File: src/rtl/jtag_stream_bridge.sv
// JTAG user-DR bridge: IN_WIDTH-bit write frames feed a stream FIFO, other frames read back a result register.
// Define JTAG_BRIDGE_STATUS_EN to append an 8-bit status byte {overflow, result_loaded, level} to readback.
module jtag_stream_bridge #(
    parameter int IN_WIDTH     = 8,
    parameter int RESULT_WIDTH = 16,
    parameter int FIFO_DEPTH   = 16
) (
    input  logic                    tck,
    input  logic                    rst_n,
    input  logic                    tdi,
    output logic                    tdo,
    input  logic                    test_logic_reset,
    input  logic                    run_test_idle,
    input  logic                    ir_is_user,
    input  logic                    capture_dr,
    input  logic                    shift_dr,
    input  logic                    update_dr,
    output logic [IN_WIDTH-1:0]     m_data,
    output logic                    m_valid,
    input  logic                    m_ready,
    input  logic [RESULT_WIDTH-1:0] res_data,
    input  logic                    res_valid,
    output logic                    overflow
);

    localparam int CNT_MAX = RESULT_WIDTH + IN_WIDTH + 8;
    localparam int CW      = $clog2(CNT_MAX + 1);
    localparam int PW      = $clog2(FIFO_DEPTH);
    localparam int LW      = $clog2(FIFO_DEPTH + 1);
`ifdef JTAG_BRIDGE_STATUS_EN
    localparam int OUT_W   = RESULT_WIDTH + 8;
`else
    localparam int OUT_W   = RESULT_WIDTH;
`endif

    generate
        if (IN_WIDTH == RESULT_WIDTH) begin : g_badWidths
            $error("jtag_stream_bridge: IN_WIDTH must differ from RESULT_WIDTH");
        end
        if (IN_WIDTH < 2) begin : g_badInWidth
            $error("jtag_stream_bridge: IN_WIDTH must be at least 2");
        end
        if (FIFO_DEPTH < 2 || FIFO_DEPTH > 256 || (FIFO_DEPTH & (FIFO_DEPTH - 1)) != 0) begin : g_badDepth
            $error("jtag_stream_bridge: FIFO_DEPTH must be a power of two in 2..256");
        end
    endgenerate

    logic [CW-1:0]           r_count;
    logic [IN_WIDTH-1:0]     r_inSr;
    logic [OUT_W-1:0]        r_outSr;
    logic [RESULT_WIDTH-1:0] r_result;
    logic                    r_overflow;
    logic [PW-1:0]           r_wrPtr;
    logic [PW-1:0]           r_rdPtr;
    logic [LW-1:0]           r_level;
    logic [IN_WIDTH-1:0]     r_mem [FIFO_DEPTH];

    logic w_capture;
    logic w_shift;
    logic w_update;
    logic w_push;
    logic w_pop;
    logic w_full;
    logic w_accept;
    logic w_drop;
    logic w_unusedIdle;

    // DR strobes only count while the user instruction is selected.
    assign w_capture    = ir_is_user & capture_dr;
    assign w_shift      = ir_is_user & shift_dr;
    assign w_update     = ir_is_user & update_dr;
    assign w_unusedIdle = run_test_idle;

    assign w_push   = w_update & (r_count == CW'(IN_WIDTH));
    assign w_pop    = m_valid & m_ready;
    assign w_full   = (r_level == LW'(FIFO_DEPTH));
    assign w_accept = w_push & (~w_full | w_pop);
    assign w_drop   = w_push & w_full & ~w_pop;

    assign m_valid  = (r_level != '0);
    assign m_data   = r_mem[r_rdPtr];
    assign overflow = r_overflow;
    assign tdo      = ir_is_user & r_outSr[0];

    always_ff @(posedge tck or negedge rst_n) begin
        if (!rst_n) begin
            r_count <= '0;
            r_inSr  <= '0;
        end else if (test_logic_reset) begin
            r_count <= '0;
            r_inSr  <= '0;
        end else if (w_capture) begin
            r_count <= '0;
        end else if (w_shift) begin
            r_inSr <= {tdi, r_inSr[IN_WIDTH-1:1]};
            if (r_count != CW'(CNT_MAX)) begin
                r_count <= r_count + CW'(1);
            end
        end
    end

`ifdef JTAG_BRIDGE_STATUS_EN
    logic       r_resultLoaded;
    logic [5:0] w_levelSat;

    assign w_levelSat = (int'(r_level) > 63) ? 6'd63 : 6'(r_level);

    always_ff @(posedge tck or negedge rst_n) begin
        if (!rst_n) begin
            r_resultLoaded <= 1'b0;
        end else if (test_logic_reset) begin
            r_resultLoaded <= 1'b0;
        end else if (res_valid) begin
            r_resultLoaded <= 1'b1;
        end
    end

    logic [OUT_W-1:0] w_captureWord;
    assign w_captureWord = {r_overflow, r_resultLoaded, w_levelSat, r_result};
`else
    logic [OUT_W-1:0] w_captureWord;
    assign w_captureWord = r_result;
`endif

    // Capture sees the pre-edge result, so a coincident res_valid lands in the next frame.
    always_ff @(posedge tck or negedge rst_n) begin
        if (!rst_n) begin
            r_result <= '0;
            r_outSr  <= '0;
        end else if (test_logic_reset) begin
            r_result <= '0;
            r_outSr  <= '0;
        end else begin
            if (res_valid) begin
                r_result <= res_data;
            end
            if (w_capture) begin
                r_outSr <= w_captureWord;
            end else if (w_shift) begin
                r_outSr <= {1'b0, r_outSr[OUT_W-1:1]};
            end
        end
    end

    always_ff @(posedge tck or negedge rst_n) begin
        if (!rst_n) begin
            r_wrPtr    <= '0;
            r_rdPtr    <= '0;
            r_level    <= '0;
            r_overflow <= 1'b0;
        end else if (test_logic_reset) begin
            r_wrPtr    <= '0;
            r_rdPtr    <= '0;
            r_level    <= '0;
            r_overflow <= 1'b0;
        end else begin
            if (w_accept) begin
                r_wrPtr <= r_wrPtr + PW'(1);
            end
            if (w_pop) begin
                r_rdPtr <= r_rdPtr + PW'(1);
            end
            if (w_accept && !w_pop) begin
                r_level <= r_level + LW'(1);
            end else if (!w_accept && w_pop) begin
                r_level <= r_level - LW'(1);
            end
            if (w_drop) begin
                r_overflow <= 1'b1;
            end
        end
    end

    always_ff @(posedge tck) begin
        if (w_accept && !test_logic_reset) begin
            r_mem[r_wrPtr] <= r_inSr;
        end
    end

endmodule

File: config.mk
export PLATFORM = sky130hd
export DESIGN_NAME = jtag_stream_bridge
export DESIGN_NICKNAME = d
export VERILOG_FILES = /design/src/rtl/jtag_stream_bridge.sv
export SDC_FILE = /design/constraint.sdc
export NUM_CORES = 1
export LEC_CHECK = 0
export ABC_AREA = 1
export CAP_MARGIN = 20
export CORE_MARGIN = 2
export CORE_UTILIZATION = 46
export DETAILED_ROUTE_END_ITERATION = 16
export PLACE_DENSITY = 0.64
export REMOVE_ABC_BUFFERS = 1
export SYNTH_ARGS = -nofsm -noshare
export SYNTH_HDL_FRONTEND = slang
export SYNTH_SLANG_ARGS = --single-unit
File: constraint.sdc
create_clock -name tck -period 4.56 [get_ports tck]
set_input_delay 0.456 -clock tck [delete_from_list [all_inputs] [get_ports tck]]
set_output_delay 0.456 -clock tck [all_outputs]
set_load 0.02 [all_outputs]
# == Word-level counts from Yosys, hierarchy flattened ==
# Memory sizes are Yosys's and may differ from the RTL's.
# Cells that the tools add are included.
# totals
memories,1
word_cells,70
ram_bits,128
output_inout_bits,11
ff_bits,60
inputBits,27
# mem_list
name,words,word_bits,read_ports,rd_ports_with_merged_regs,write_ports,line,text
r_mem,16,8,1,0,1,56,logic [IN_WIDTH-1:0] r_mem [FIFO_DEPTH];
# classes
bitwise,12
n_eq_ne,4
n_addsub,5
n_mux,23
n_reduce_logical,17
# op_table
cell,n
2-to-1 mux 16 bit,5
2-to-1 mux 6 bit,4
2-to-1 mux 8 bit,3
2-to-1 mux 4 bit,4
2-to-1 mux 5 bit,3
nonzero test 2 bit,5
bitwise AND 1 bit,9
nonzero test 3 bit,3
adder 4 x 1 -> 4 bit (second input constant),2
adder 6 x 1 -> 6 bit (second input constant),1
== test 6 x 4 -> 1 bit (second input constant),1
!= test 6 bit (second input constant),1
adder 5 x 1 -> 5 bit (second input constant),1
== test 5 bit (second input constant),1
nonzero test 5 bit,1
subtractor 5 x 1 -> 5 bit (second input constant),1
2-to-1 mux 1 bit,4
AND reduction 2 bit,2
logical AND 1 bit,3
zero test 1 bit,3
!= test 2 bit (second input constant),1
NOT 1 bit,2
OR 1 bit,1

# == Longest topological paths before layout ==
# Gate-level depths: netlist (run 1).
# logic_depth
ltp_word,9
depth_mapped,14
depth_no_buf,14

# == Least setup slack after synthesis (run 1) ==
# No wires, ideal clock.
# synth_path
path_kind,register -> register
from,reg r_count[0]
to,reg r_level[4]
synth_period_minus_slack_ps,2158
stages_incl_launch_ff,14
path_buffers,0
t_arrival_ps,2040
setup_ps,117
required_ps,4443
setup_slack_ps,2402
path_cell_list,dfrtp_1 inv_1 ha_1 inv_1 nor2_1 nand2_1 nor2_4 nand3_2 ha_1 a21o_1 a31oi_1 nand3_1 nand3_1 nand2_1
# synth_between
elab_chain_len,6
word_cells_on_any_way,9
cone_classes,eq/ne (1); mux (2); bitwise (2); reduce/logical (4)
# synth_lines
element,line,text
start: declaration,48,logic [CW-1:0] r_count;
start signal: assignment,97,r_count <= r_count + CW'(1);
== test 6 x 4 -> 1 bit (*),74,assign w_push = w_update & (r_count == CW'(IN_WIDTH));
bitwise AND 1 bit (*),74,
bitwise AND 1 bit (*),77,assign w_accept = w_push & (~w_full | w_pop);
logical AND 1 bit / zero test 1 bit (equally long branches),"163, 165",
2-to-1 mux 5 bit / logical AND 1 bit (equally long branches),"163, 165",
2-to-1 mux 5 bit / nonzero test 3 bit (equally long branches),n/a,
end signal: assignment,164,r_level <= r_level + LW'(1);
end signal: assignment,166,r_level <= r_level - LW'(1);
end: declaration,55,logic [LW-1:0] r_level;
# Mark *: on every way between the ends. The rest lies on a longest branch, timed or not.
# A chain may end at the register's enable or synchronous reset.

# == Worst setup path after layout (run 1) ==
# layout_path
from,reg r_rdPtr[0]
to,out m_data[4]
# layout_between
elab_chain_len,1
# layout_lines
element,line,text
start: declaration,54,logic [PW-1:0] r_rdPtr;
start signal: assignment,161,r_rdPtr <= r_rdPtr + PW'(1);
memory read (16 x 8 bit),n/a,
end: declaration,18,"output logic [IN_WIDTH-1:0] m_data,"
# No other way between the ends.

==> results_dict.tcl, run 1 <==
set metrics [dict create \
    status "completed" \
    core_area_sq_mm 0.0174 \
    clock_latency_ns 0.43 \
    start_kind "flop" \
    clk_pin_slew_worst_paths_ns 0.07 \
    antenna_found_initial 0 \
    fin_area_sq_mm 0.00931 \
    drive_above_1_share_pct 8.91 \
    slew_headroom_pct 45.7 \
    nets 812 \
    vias_per_cell 5.35 \
    ys_seq_area_share_pct 65.1 \
    cp.required_ns 4.10 \
    fin_hold_ws_ns 0.175 \
    dp_hpwl_mm 10.5 \
    grt_max_degree 68 \
    die_x_um 138 \
    drc 0 \
    numPortBuffers 36 \
    criticalPathCategory "flop to primary output" \
    ys_seq_elements 188 \
    place.gp.congestion 0.820 \
    rsz0062_at_grt "false" \
    cap_violations 0 \
    grt_overflow_total 0 \
    drt_pass1_iterations 5 \
    synth_warnings 0 \
    cts_tree "done" \
    synthToLayoutAreaGrowth_pct 13.5 \
    routed_wl_mm 16.4 \
    n_antenna_cell 0 \
    avgSynthCellArea_sq_um 10.9 \
    p_per_area_mw_per_mm2 476 \
    skew_ns 0.0103 \
    synth-main-ff-cell "edfxtp_1" \
    worst_slew_pin_slew_ns 0.811 \
    fp.dieH_um 138 \
    cts-root-buf "clkbuf_16" \
    worstPathMaxFanout 34 \
    ir_drop_v 0.000278 \
    max_freq_mhz 315 \
    cts_hold_buffers 0 \
    ios 38 \
    clock_path_buffers 2 \
    via_count 5409 \
    synth_cell_types 40 \
    async_reset_ff_share_pct 31.9 \
    die_area_sq_mm 0.0189 \
    synth_edf_count 128 \
    drtAntennaViolNets 0 \
    drt_iter0_markers 381 \
    crit_arrival_ns 2.71 \
    period_share_pct 69.5 \
    setup_violations 0 \
    mostFrequentLayoutCell "edfxtp_1" \
    placed_cells 978 \
    setup_tns_ns 0 \
    hold_class "primary input to async pin" \
    hold_viol 0 \
    cts_sinks 188 \
    grt_pass1_vias 5282 \
    final.min_clock_period_ns 3.17 \
    numCtsBuffers 17 \
    slew_violations 0 \
    final_cell_mix "128 x edfxtp_1, 124 x nor2_1, 108 x o21ai_0" \
    avgRoutedWirePerCell_um 16.3 \
    post_dp_cell_area_sq_mm 0.00867 \
    p_leak_nw 3.41 \
    num_rows 48 \
    postCtsSetupBuffers 0 \
    start_util_pct 47.3 \
    grt_first_pass_wirelength_mm 26.7 \
    layout.cells.non_filler 1011 \
    netlist_area_sq_mm 0.00821 \
    htree_num_levels 4 \
    cts_resized 0 \
    syn_inst 750 \
    grt_usage_pct 18.7 \
    setup.worst_path.end_class "primary output" \
]
==> power by group <==
part | internal, mW | switching, mW
clock network | 0.918 | 0.628
registers | 1.86 | 0.0672
logic | 0.348 | 0.613
==> sequential cells by signal, summed over array words and instances (netlist names) <==
signal,flops
overflow,1
r_level,5
r_mem,128
r_outSr,16
r_count,6
r_wrPtr,4
r_rdPtr,4
r_inSr,8
r_result,16
==> kinds of logic after synthesis <==
logic type / synth area share (%)
AND/OR/NAND/NOR: 13.8
adder cells (fa/ha/maj): 1.92
XOR/XNOR: 0.320
flip-flops: 65.1
AO/OA/AOI/OAI: 12.8
buffers and inverters: 5.95
==> cell type report <==
cell class                      instances  area, sq um
Sequential cell                       188         5350
Tap cell                              225          282
Clock inverter                         14          194
Clock buffer                           18          429
Timing Repair Buffer                   42          413
Fill cell                            1488         8050
Multi-Input combinational cell        451         2370
Inverter                               73          274
==> worst max-delay path, stage by stage, from the launching register on <==
cell             delay (ns)
dfrtp_1                0.38
inv_2                  0.18
buf_4                  0.42
nor2_1                 0.07
nor2_1                 0.09
o21ai_0                0.10
o21ai_0                0.15
o211ai_1               0.18
nand2_1                0.10
clkdlybuf4s50_1        0.61
==> through the flow <==
stage	setup WS, ns	utilization [%]	power [mW]
after floorplan	1.66	-	2.56
after global placement	1.31	49.9	2.89
after detailed placement	1.23	49.9	2.92
after CTS	1.12	53.5	4.45
after global routing	1.17	53.6	4.64
final	1.39	53.6	4.44
==> synthesized netlist by cell type (6+ instances only) <==
master,number,area [sq um]
a21oi_1,8,40.0
buf_2,13,65.1
clkbuf_1,17,63.8
dfrtp_1,60,1500
edfxtp_1,128,3840
ha_1,11,138
inv_1,66,248
inv_2,6,22.5
nand2_1,53,199
nand3_1,43,215
nor2_1,124,465
nor2_2,8,50.1
nor3_1,6,30.0
o211ai_1,32,240
o21ai_0,108,541
o22ai_1,14,87.6
==> per-layer routing <==
metal / global-route usage (%) / vias up / wire length (um)
met2: 30.9 / 142 / 8040
met3: 3.75 / 24 / 758
li1: - / 2655 / -
met4: 6.76 / 0 / 300
met1: 24.5 / 2588 / 7330
met5: 0 / - / 0
==> path summary, 6_finish.rpt <==
check	endpoint	startpoint	cells past startpoint	slack, ns
setup / recovery	m_data[4]	r_rdPtr[0]	9	1.39
hold / removal	r_outSr[0]	rst_n	2	0.18
min in group tck	r_outSr[0]	r_outSr[0]	2	0.50
hold reg to reg	r_outSr[0]	r_outSr[0]	2	0.50
setup reg to reg	r_mem[13][5]	r_count[0]	10	1.96
max in group asynchronous	r_rdPtr[1]	rst_n	2	3.82
Note: power is estimated with default switching activity, not from simulation.
==> inputs of run 2 (changes only) <==
--- a/config.mk
+++ b/config.mk
@@ -10,7 +10,7 @@
 export CORE_MARGIN = 2
 export CORE_UTILIZATION = 46
 export DETAILED_ROUTE_END_ITERATION = 16
-export PLACE_DENSITY = 0.64
+export PLACE_DENSITY = 0.67
 export REMOVE_ABC_BUFFERS = 1
 export SYNTH_ARGS = -nofsm -noshare
 export SYNTH_HDL_FRONTEND = slang
==> constraint.sdc (replaced) <==
create_clock -name tck -period 2.6 [get_ports tck]
set_input_delay 0.26 -clock tck [delete_from_list [all_inputs] [get_ports tck]]
set_output_delay 0.26 -clock tck [all_outputs]
set_load 0.02 [all_outputs]
==> results_dict.tcl, run 2 (synthesis results as in run 1) <==
set metrics [dict create \
    status "complete, but fails checks" \
    failed_checks "hold timing" \
    criticalPathCategory "flop to primary output" \
    cp.required_ns 2.34 \
    largest_register_ffs 128 \
    top_register "r_mem" \
    layout.cells.non_filler 1034 \
    reg2reg_from "r_count[0]" \
    post_dp_cell_area_sq_mm 0.00888 \
    grt_overflow_total 0 \
    clock_path_buffers 2 \
    worst_slew_pin_slew_ns 0.781 \
    p_per_area_mw_per_mm2 818 \
    final_cell_mix "128 x edfxtp_1, 124 x nor2_1, 108 x o21ai_0" \
    max_freq_mhz 415 \
    rsz0062_at_grt "false" \
    start_kind "flop" \
    hold_viol 6 \
    r2r-end "r_level[4]" \
    grt_first_pass_wirelength_mm 27.5 \
    ios 38 \
    final.min_clock_period_ns 2.41 \
    cts-root-buf "clkbuf_16" \
    grt_max_degree 61 \
    die_x_um 138 \
    cts_sinks 188 \
    start_util_pct 47.3 \
    numPortBuffers 36 \
    dp_hpwl_mm 10.9 \
    vias_per_cell 5.37 \
    antenna_found_initial 0 \
    num_rows 48 \
    place.gp.congestion 0.853 \
    htree_num_levels 4 \
    avgRoutedWirePerCell_um 16.5 \
    ir_drop_v 0.000479 \
    setup_violations 0 \
    top_regs "r_mem (128), r_outSr (16), r_result (16)" \
    drive_above_1_share_pct 11.6 \
    slew_headroom_pct 48.0 \
    slew_violations 0 \
    cts_hold_buffers 0 \
    nets 835 \
    synthToLayoutAreaGrowth_pct 16.0 \
    crit_arrival_ns 2.15 \
    period_share_pct 92.6 \
    cap_violations 0 \
    postCtsSetupBuffers 0 \
    ff2ff_path_depth 13 \
    via_count 5556 \
    skew_ns 0.0136 \
    drt_iter0_markers 402 \
    clk_pin_slew_worst_paths_ns 0.06 \
    startpoint "r_rdPtr[0]" \
    worstPathMaxFanout 22 \
    setup.worst_path.end_class "primary output" \
    n_antenna_cell 0 \
    grt_usage_pct 19.3 \
    placed_cells 1001 \
    fin_hold_ws_ns -0.0174 \
    drt_pass1_iterations 6 \
    hold_class "primary input to async pin" \
    core_area_sq_mm 0.0174 \
    cts_tree "done" \
    fill_cells 1445 \
    final_util_pct 54.9 \
    fin_area_sq_mm 0.00952 \
    mostFrequentLayoutCell "edfxtp_1" \
    drc 0 \
    die_area_sq_mm 0.0189 \
    numCtsBuffers 17 \
    p_leak_nw 3.59 \
    clock_latency_ns 0.43 \
    routed_wl_mm 17.0 \
    fp.dieH_um 138 \
    reg2reg_slack_ns 0.27 \
    grt_pass1_vias 5525 \
    drtAntennaViolNets 0 \
]
run 2: changes by cell type in the layout (fill, tap and decap cells not counted), sizes merged:
cell	previous run	this run
buf	7	29
clkdlybuf4s50	35	27
dlygate4sd2	0	5
clkinvlp	4	2
dlymetal6s2s	0	2
inv	73	75
bufbuf	0	1
bufinv	4	3
clkbuf	18	19
clkinv	6	7
run 2: how the worst max path moves through the flow:
| stage | endpoint | slack, ns | cells past startpoint |
|---|---|---|---|
| floorplan | m_data[2] | -0.10 | 7 |
| CTS | m_data[5] | -0.11 | 6 |
| global placement | r_level[4] | 0.20 | 12 |
| detailed placement | r_level[4] | 0.13 | 12 |
| global route | m_data[7] | 0.03 | 9 |
| finish | m_data[7] | 0.19 | 9 |
run 2: area by class of cell:
| cell class | instances | area [sq um] | share of cell area (%) |
|---|---|---|---|
| Tap cell | 225 | 282 | 2.96 |
| Clock buffer | 18 | 429 | 4.51 |
| Sequential cell | 188 | 5350 | 56.2 |
| Timing Repair Buffer | 65 | 641 | 6.73 |
| Clock inverter | 14 | 168 | 1.76 |
| Multi-Input combinational cell | 451 | 2380 | 25.0 |
| Inverter | 73 | 274 | 2.88 |
run 2: through the flow:
stage / setup TNS, ns / hold WS, ns / setup WS [ns] / power (mW)
3_5_place_dp: 0 / 0.469 / 0.132 / 5.20
3_3_place_gp: 0 / 0.454 / 0.201 / 5.14
6_report: 0 / -0.0174 / 0.192 / 7.79
4_1_cts: -0.165 / 0.00893 / -0.107 / 7.83
2_1_floorplan: -0.695 / -0.0356 / -0.104 / 4.49
5_1_grt: 0 / 0.0591 / 0.0254 / 8.16
run 2: timing repair:
item | 4_1_cts | 5_1_grt
cloned | 1 | 0
pin swaps | 1 | 1
gates resized for setup | 8 | 6
setup endpoints to repair | 8 | 4
run 2: where the power goes:
part           switching [mW]  internal, mW  leakage [nW]
combinational            1.13         0.674          1.31
sequential              0.101          3.27          1.99
clock                    1.10          1.52         0.288
total                    2.33          5.46          3.59
run 2: critical path: stages, from the launching register on:
cell	delay [ns]
dfrtp_1	0.41
inv_2	0.09
buf_12	0.17
nor2_1	0.09
nor2_1	0.04
o21ai_0	0.09
o21ai_0	0.16
o211ai_1	0.29
nand2_1	0.07
dlygate4sd2_1	0.32
run 2: routing by layer:
metal	GRT usage (%)	part of all wire, %	vias to the layer above
li1	-	-	2697
met1	24.4	44	2680
met2	33.0	49	156
met3	3.94	4.8	23
met4	7.04	2.1	0
met5	0	0	-
==> patch (settings of run 2) <==
One comparison of `r_count` changes from == to >=.
--- a/src/rtl/jtag_stream_bridge.sv
+++ b/src/rtl/jtag_stream_bridge.sv
@@ -72,5 +72,5 @@
     assign w_unusedIdle = run_test_idle;
 
-    assign w_push   = w_update & (r_count == CW'(IN_WIDTH));
+    assign w_push   = w_update & (r_count >= CW'(IN_WIDTH));
     assign w_pop    = m_valid & m_ready;
     assign w_full   = (r_level == LW'(FIFO_DEPTH));
Function: no difference found for any inputs over 4 cycles, from zero or initial values and one cycle with rst_n low; that may be too few to reach the edited logic, so the function may still have changed.
==> patch against run 2 <==
  * Wire length up 3.4%
  * Design area is 0.87% lower
  * Area after synthesis is 0.99% lower
  * Worst setup slack got worse by 0.067 ns
  * Total power is 3.3% lower
  * Cell count decreased by 1.5%
  * Combinational power fell by 20%
  * Fmax decreased by 2.7%
  * Critical endpoint unchanged
  * Sequential cell count stayed put
==> patch: results (changes against run 2) <==
| Metric | Value |
|---|---|
| First-pass GRT wire length | `28,100 µm (+2.3%)` |
| Status | `completed` |
| Fin cells | `1,018 (-1.5%)` |
| Largest net degree at the start of global routing | `67 (+9.8%)` |
| Final GP Congestion | `0.7183 (-16%)` |
| Drt pass-1 iters | `5 (-1)` |
| Initial DRC Count | `505 (+26%)` |
| Max_slew headroom | `52.77% (+4.8 points)` |
| Share of layout cells above drive strength 1 | `11.35% (-0.27 points)` |
| Clock Skew | `0.01034 ns (-0.003279 ns)` |
| Final #Nets | `820 (-1.8%)` |
| Distinct cells, synth | `38 (-5.0%)` |
| HPWL Detailed | `10,990 µm (+0.86%)` |
| P_leak | `3.504 nW (-2.3%)` |
| Post-DP Area | `0.008825 mm² (-0.61%)` |
| Sequential share of the synthesized area | `65.78% (+0.65 points)` |
| CP arrival | `2.22 ns (+0.07 ns)` |
| Total routed wirelength | `17,590 µm (+3.4%)` |
| Vias in the first global route | `5,523 (-0.036%)` |
| Maximum VDD drop | `524.5 µV (+9.4%)` |
| Placed insts | `986 (-1.5%)` |
| H-tree levels | `4 (unchanged)` |
| Total Routing Usage GR | `19.89% (+0.55 points)` |
| Via/cell ratio | `5.528 (+2.9%)` |
| Worst Path Max Fanout | `32 (+45%)` |
| Synth top area cells | `edfxtp_1 47%, dfrtp_1 18%, o21ai_0 7.3%, nor2_1 5.7%, nand3_1 4.0%` |
[patch: cell count changes after synthesis, sizes merged, moves of 4 or more]
cell          run 2  this run
nor3              7         2
nor2            136       128
o21ai           114       132
a31oi             5         1
nand3            46        68
inv              72        39
o22ai            14         1
[patch: report_power, final]
part           switching (W)  internal [W]
logic               0.000930      0.000523
clock network        0.00110       0.00161
registers          0.0000977       0.00328
[patch: path summary, 6_finish.rpt]
path	slack (ns)	depth (start not counted)	from	to
min in group tck	0.43	3	res_data[3]	r_result[3]
hold reg to reg	0.51	2	r_outSr[7]	r_outSr[7]
hold / removal	0.18	2	rst_n	r_result[9]
setup reg to reg	0.35	11	r_level[0]	r_level[4]
setup / recovery	0.12	9	r_rdPtr[0]	m_data[7]
max in group asynchronous	1.81	3	rst_n	r_inSr[5]
[patch: cells by family after synthesis]
family,share of synthesized area [%]
buffers and inverters,4.573
adders and majority gates,1.940
DFF,65.78
AOI/OAI and AO/OA,12.61
muxes,0.1232
and+or+nand+nor,14.32
xor gates and xnor gates,0.6467
[patch: through the flow]
| step | power [W] | hold WS, ns | TNS, ns |
|---|---|---|---|
| floorplan | 0.004308 | -0.03559 | -0.3031 |
| global placement | 0.004864 | 0.08045 | 0 |
| detailed placement | 0.004922 | 0.08886 | 0 |
| CTS | 0.007576 | 0.1668 | 0 |
| global route | 0.007882 | 0.1618 | 0 |
| finish | 0.007533 | 0.1818 | 0 |
[patch: area by class of cell]
type	instances	area [µm²]
sequential	188	5346
multi-input combinational	466	2409
fill	1458	7859
inverter	40	150.1
tap	225	281.5
clock inverter	14	190.2
clock buffer	17	425.4
timing repair buffer	68	635.6
[patch: layer usage]
layer / vias to the layer above / GRT usage (%) / routed length, µm / part of all wire [%]
li1: 2676 / - / - / -
met2: 180 / 33.42 / 8859 / 50
met5: - / 0 / 0 / 0
met3: 15 / 4.963 / 984 / 5.6
met4: 0 / 5.155 / 149 / 0.85
met1: 2757 / 25.96 / 7598 / 43
[patch: worst max-delay path, delay by kind of cell, from the launching register on]
kind | cells | cell delay, ns
compound gates | 2 | 0.27
buf+inv | 3 | 0.67
simple gates | 4 | 0.42
flops | 1 | 0.41
[patch: what timing repair did]
item                                    4_1_cts  5_1_grt
resized for setup                             8        3
pin swaps                                     0        1
endpoints found under the setup margin        8        2
buffers inserted                              0        0
hold endpoints to repair                     60        0
hold buffers                                  1        0
